File: src/rtl/step_sequencer_if.sv
// Control/status bundle between the processor control FSM (master) and
// the one-hot step sequencer (slave).
interface step_sequencer_if #(
  parameter int STEPS = 5,
  parameter int DIV_W = 8
);
  localparam int IDX_W = $clog2(STEPS);

  // Requests from the control FSM
  logic             start;
  logic             stop;
  logic             stall;
  logic             jump;
  logic [IDX_W-1:0] jump_idx;
  logic [IDX_W-1:0] last_idx;
  logic [DIV_W-1:0] div;
  logic             loop;

  // Step outputs and status strobes
  logic [STEPS-1:0] step;
  logic [IDX_W-1:0] step_idx;
  logic             busy;
  logic             step_adv;
  logic             wrap;
  logic             done;

  modport master (
    output start, stop, stall, jump, jump_idx, last_idx, div, loop,
    input  step, step_idx, busy, step_adv, wrap, done
  );

  modport slave (
    input  start, stop, stall, jump, jump_idx, last_idx, div, loop,
    output step, step_idx, busy, step_adv, wrap, done
  );
endinterface

File: src/rtl/step_sequencer.sv
// One-hot step sequencer for the processor's multi-cycle control phases.
// Each step dwells div+1 cycles; supports one-shot/loop, stall, stop and
// jump-to-step, with step_adv / wrap / done strobes for the control FSM.
module step_sequencer #(
  parameter int STEPS = 5,
  parameter int DIV_W = 8,
  parameter int IDX_W = $clog2(STEPS)
) (
  input  logic          clock,
  input  logic          reset,
  step_sequencer_if.slave ctl
);

  localparam logic [IDX_W-1:0] MAX_IDX = IDX_W'(STEPS - 1);

  typedef enum logic {
    IDLE = 1'b0,
    RUN  = 1'b1
  } state_t;

  state_t           state, state_n;
  logic [IDX_W-1:0] idx, idx_n;
  logic [DIV_W-1:0] pcnt, pcnt_n;
  logic [IDX_W-1:0] last_r, last_n;
  logic [DIV_W-1:0] div_r, div_n;
  logic             adv_r, adv_n;
  logic             wrap_r, wrap_n;
  logic             done_r, done_n;

  // State and datapath registers; async active-low clear
  always_ff @(posedge clock or negedge reset) begin
    if (!reset) begin
      state  <= IDLE;
      idx    <= '0;
      pcnt   <= '0;
      last_r <= '0;
      div_r  <= '0;
      adv_r  <= 1'b0;
      wrap_r <= 1'b0;
      done_r <= 1'b0;
    end else begin
      state  <= state_n;
      idx    <= idx_n;
      pcnt   <= pcnt_n;
      last_r <= last_n;
      div_r  <= div_n;
      adv_r  <= adv_n;
      wrap_r <= wrap_n;
      done_r <= done_n;
    end
  end

  // Next state: stop > jump > stall > tick; strobes registered one cycle ahead
  always_comb begin
    state_n = state;
    idx_n   = idx;
    pcnt_n  = pcnt;
    last_n  = last_r;
    div_n   = div_r;
    adv_n   = 1'b0;
    wrap_n  = 1'b0;
    done_n  = 1'b0;
    unique case (state)
      IDLE: begin
        if (ctl.start) begin
          state_n = RUN;
          idx_n   = '0;
          pcnt_n  = '0;
          last_n  = (ctl.last_idx > MAX_IDX) ? MAX_IDX : ctl.last_idx;
          div_n   = ctl.div;
          adv_n   = 1'b1;
        end
      end
      RUN: begin
        if (ctl.stop) begin
          state_n = IDLE;
          idx_n   = '0;
          pcnt_n  = '0;
        end else if (ctl.jump) begin
          idx_n  = (ctl.jump_idx > last_r) ? last_r : ctl.jump_idx;
          pcnt_n = '0;
          adv_n  = 1'b1;
        end else if (!ctl.stall) begin
          if (pcnt == div_r) begin
            pcnt_n = '0;
            if (idx < last_r) begin
              idx_n = idx + IDX_W'(1);
              adv_n = 1'b1;
            end else if (ctl.loop) begin
              idx_n  = '0;
              adv_n  = 1'b1;
              wrap_n = 1'b1;
            end else begin
              state_n = IDLE;
              idx_n   = '0;
              done_n  = 1'b1;
            end
          end else begin
            pcnt_n = pcnt + DIV_W'(1);
          end
        end
      end
      default: state_n = IDLE;
    endcase
  end

  // Outputs: one-hot decode of the index, gated to zero outside RUN
  always_comb begin
    ctl.step     = '0;
    ctl.step_idx = idx;
    ctl.busy     = (state == RUN);
    ctl.step_adv = adv_r;
    ctl.wrap     = wrap_r;
    ctl.done     = done_r;
    if (state == RUN) ctl.step = STEPS'(1) << idx;
  end

endmodule

File: src/flat_wrapper.sv
// flat-port wrapper written by rule: the top's interface ports become plain ports
module step_sequencer_flat 
#(
  parameter int STEPS = 5,
  parameter int DIV_W = 8,
  parameter int IDX_W = $clog2(STEPS)
)
  (clock, reset, ctl_start, ctl_stop, ctl_stall, ctl_jump, ctl_jump_idx, ctl_last_idx, ctl_div, ctl_loop, ctl_step, ctl_step_idx, ctl_busy, ctl_step_adv, ctl_wrap, ctl_done);
  step_sequencer_if #(.STEPS(STEPS), .DIV_W(DIV_W)) ctl_i ();
  input  logic clock;
  input  logic reset;
  input wire logic [$bits(ctl_i.start)-1:0] ctl_start;
  input wire logic [$bits(ctl_i.stop)-1:0] ctl_stop;
  input wire logic [$bits(ctl_i.stall)-1:0] ctl_stall;
  input wire logic [$bits(ctl_i.jump)-1:0] ctl_jump;
  input wire logic [$bits(ctl_i.jump_idx)-1:0] ctl_jump_idx;
  input wire logic [$bits(ctl_i.last_idx)-1:0] ctl_last_idx;
  input wire logic [$bits(ctl_i.div)-1:0] ctl_div;
  input wire logic [$bits(ctl_i.loop)-1:0] ctl_loop;
  output wire logic [$bits(ctl_i.step)-1:0] ctl_step;
  output wire logic [$bits(ctl_i.step_idx)-1:0] ctl_step_idx;
  output wire logic [$bits(ctl_i.busy)-1:0] ctl_busy;
  output wire logic [$bits(ctl_i.step_adv)-1:0] ctl_step_adv;
  output wire logic [$bits(ctl_i.wrap)-1:0] ctl_wrap;
  output wire logic [$bits(ctl_i.done)-1:0] ctl_done;
  assign ctl_i.start = ctl_start;
  assign ctl_i.stop = ctl_stop;
  assign ctl_i.stall = ctl_stall;
  assign ctl_i.jump = ctl_jump;
  assign ctl_i.jump_idx = ctl_jump_idx;
  assign ctl_i.last_idx = ctl_last_idx;
  assign ctl_i.div = ctl_div;
  assign ctl_i.loop = ctl_loop;
  assign ctl_step = ctl_i.step;
  assign ctl_step_idx = ctl_i.step_idx;
  assign ctl_busy = ctl_i.busy;
  assign ctl_step_adv = ctl_i.step_adv;
  assign ctl_wrap = ctl_i.wrap;
  assign ctl_done = ctl_i.done;
  step_sequencer #(.STEPS(STEPS), .DIV_W(DIV_W), .IDX_W(IDX_W)) u_core (.clock(clock), .reset(reset), .ctl(ctl_i));
endmodule
File: config.mk
export PLATFORM = sky130hd
export DESIGN_NAME = step_sequencer_flat
export DESIGN_NICKNAME = d
export VERILOG_FILES = /design/src/rtl/step_sequencer_if.sv /design/src/rtl/step_sequencer.sv /design/src/flat_wrapper.sv
export SDC_FILE = /design/constraint.sdc
export NUM_CORES = 1
export LEC_CHECK = 0
export BUFFER_PORTS_ARGS = -buffer_cell sky130_fd_sc_hd__buf_2
export CAP_MARGIN = 15
export CORE_MARGIN = 3
export CORE_UTILIZATION = 56
export CTS_BUF_LIST = sky130_fd_sc_hd__clkbuf_8
export DETAILED_ROUTE_END_ITERATION = 6
export GPL_ROUTABILITY_DRIVEN = 0
export PLACE_DENSITY = 0.82
export REMOVE_ABC_BUFFERS = 1
export SYNTH_ARGS = -nofsm -noshare
export SYNTH_HDL_FRONTEND = slang
export SYNTH_SLANG_ARGS = --single-unit
export TNS_END_PERCENT = 10
File: constraint.sdc
create_clock -name clock -period 2.5 [get_ports clock]
set_clock_uncertainty 0.2 [all_clocks]
set_input_delay 0.375 -clock clock [delete_from_list [all_inputs] [get_ports clock]]
set_output_delay 0.375 -clock clock [all_outputs]
set_load 0.01 [all_outputs]
==> reports/metrics.csv <==
metric,value,unit
Synth Area in Simple Gates,26.4,%
crit path kind,reg -> reg,
io pins,33,
Leakage,0.935,nW
Slew @ Worst Pin,0.563,ns
Worst EP arrival,2.07,ns
Adder-Cell Fraction of Synth Area,8.97,%
Final period util,84.3,%
"Top FF cell, synth",dfrtp_1,
Die Y,58.3,um
number of hold-repair buffers added at the cts stage,1,
Antenna Cells,0,
max-cap viol count,0,
critical path's top delay family,simple AND/OR/NAND/NOR gates,
Final Max Slew Viols,0,
share of layout cells above drive strength 1,21.4,%
Clock Tree Root,clkbuf_8,
Die W,58.3,um
synth warn,0,
outcome,completed,
Most Frequent Cell on Critical Path,nand2b_1,
clk buf depth,2,
PostCTS Resize Cnt,0,
worst vdd ir,0.524,mV
CP Capture Type,flip-flop,
clock tree sinks,26,
xor/xnor share of the synthesized area,6.28,%
Final Hold Viols,0,
"Req. time, crit path",2.47,ns
Starting Density,60.3,%
Via density,5.71,
CTS H-tree depth,1,
largest net degree at the start of global routing,27,
Relative slew margins,62.5,%
gr ovfl total,0,
RSZ-0062 raised after global routing,false,
Gate Count Post-Synth,170,
CP max-delay cell,dfrtp_1,
final WL,3340,um
Cell Pwr Density,626,nW/um2
"Seq/Total Area, Yosys",42.4,%
drt first-iter violations,49,
wire per inst,14.2,um
Final ANT Viol Nets,0,
Worst setup SP type,flip-flop,
die footprint,3400,um2
vias in the first global route,1396,
Final #Nets,240,
first-pass GRT wire length,5870,um
GRT Resource Usage Total,22.3,%
Synth Area in Compound Gates,11.3,%
largest family of logic cells by synthesized area,simple AND/OR/NAND/NOR gates,
total core area,2540,um2
"Core Util, Final",70.5,%
Post-synth EDFFs,0,
CTS Buf Count,3,
WP buf/inv,0,
area delta synth->final,16.9,%
fraction of registers with async set/reset,100,%
# rows,18,
CTS tree,done,
Synth Cell Area,1530,um2
PortBufs,32,
antenna violations before repair,0,
"slowest stage delay, CP",0.48,ns
syn avg cell area,9.02,um2
Worst-path clk slew,0.09,ns
synth unique cells,35,
crit path time final,2.11,ns
hold crit path type,in -> reg,
"Power, Total",1.12,mW
worst-skew pair later-pin latency,0.27,ns
Peak Freq,474,MHz
setup bufs post-CTS,0,
multiplexer share of the synthesized area,0.653,%
CP Max Fanout,8,
DR vias,1348,
Final setup viols,0,
Sum Neg Setup Slack,0,ns
critical path cell sequence,nand2b_1 -> nand2b_1 -> or3_4 -> or3_1 -> o221ai_1,
Post-DP HPWL,2650,um
DRT Pass-1 Iters,4,
# DRC,0,
slack of the worst reg-to-reg path,0.39,ns
#FFs+latches synth,26,
[state kept, by name, indices dropped and copies added (netlist names)]
name and flops:
u_core.ctl.done 1, u_core.ctl.busy 1, u_core.pcnt 8, u_core.ctl.wrap 1, u_core.last_r 3, u_core.div_r 8, u_core.ctl.step_adv 1, u_core.ctl.step_idx 3
[synth_stat cells (2+ instances only)]
library cell  count  share of area, %
nand2_1          35               8.6
dfrtp_1          26                42
inv_1            13               3.2
ha_1             11               9.0
nor2_1            8               2.0
xor2_1            8               4.6
nor3_1            7               2.3
o21ai_0           7               2.3
nand2b_1          6               2.4
nand3_1           6               2.0
a21oi_1           4               1.3
and2_1            4               1.6
nor2b_1           4               1.6
o22ai_1           3               1.2
xnor2_1           3               1.7
a31oi_1           2              0.82
clkbuf_1          2              0.49
nand3b_1          2              0.98
o2111a_1          2               1.5
o221ai_1          2               1.1
[stage by stage]
stage               hold WS [ns]  setup slack, ns  std cells  instance area, um2
floorplan                 -0.121            0.375        167                1520
global placement           0.189            0.473        232                1740
detailed placement         0.199            0.382        232                1740
CTS                       0.0914            0.416        236                1790
global route               0.103            0.272        236                1790
finish                    0.0881            0.392        236                1790
[layout by cell type (no fill, tap or decap), types with 2 or more instances in the layout]
cell type	Yosys	routed
nand2_1	35	35
buf_2	1	32
dfrtp_1	26	26
inv_1	13	13
ha_1	11	11
xor2_1	8	8
nor2_1	8	8
o21ai_0	7	7
nor3_1	7	7
nand2b_1	6	6
nand3_1	6	6
and2_1	4	4
nor2b_1	4	4
a21oi_1	4	4
o22ai_1	3	3
xnor2_1	3	3
clkbuf_8	0	3
buf_4	0	3
nand3b_1	2	2
o2111a_1	2	2
a31oi_1	2	2
o221ai_1	2	2
[worst paths after layout]
| check | to | cells after the start | from |
|---|---|---|---|
| min | u_core.div_r[2] | 3 | ctl_div[2] |
| max | u_core.ctl.step_idx[1] | 5 | u_core.ctl.busy |
| max reg2reg | u_core.ctl.step_idx[1] | 5 | u_core.ctl.busy |
| min reg2reg | u_core.div_r[1] | 2 | u_core.div_r[1] |
| min in group asynchronous | u_core.ctl.done | 2 | reset |
| max in group asynchronous | u_core.pcnt[7] | 2 | reset |
[per-layer routing]
layer | track usage (%) | routed length (um) | up-vias | share of wire (%)
li1 | - | - | 646 | -
met1 | 27.1 | 1390 | 630 | 42
met2 | 38.8 | 1640 | 61 | 49
met3 | 4.17 | 245 | 11 | 7.3
met4 | 8.94 | 68 | 0 | 2.0
met5 | 0 | 0 | - | 0
[area by class of cell]
type / count / area, um2
Clock buffer: 3 / 41.3
Fill cell: 200 / 752
Inverter: 13 / 48.8
Multi-Input combinational cell: 128 / 822
Sequential cell: 26 / 651
Tap cell: 30 / 37.5
Timing Repair Buffer: 36 / 193
[where the power goes]
| part | switching, mW | internal (mW) | total [mW] |
|---|---|---|---|
| Sequential | 0.0512 | 0.474 | 0.525 |
| Clock | 0.124 | 0.108 | 0.232 |
| Combinational | 0.216 | 0.149 | 0.364 |
| Total | 0.391 | 0.731 | 1.12 |
[tightest hold or removal path, cell delays in order]
cell     delay, ns
buf_2         0.07
nand2_1       0.04
nand2_1       0.04
[cells by family (layout without fill, tap and decap cells)]
kind of cell    count (synthesis)  in the layout
compound gates                 25             25
xor+xnor                       11             11
fa+ha+maj                      11             11
buf+inv                        16             52
flops                          26             26
mux                             1              1
simple gates                   80             80
(Power assumes the default switching activity.)
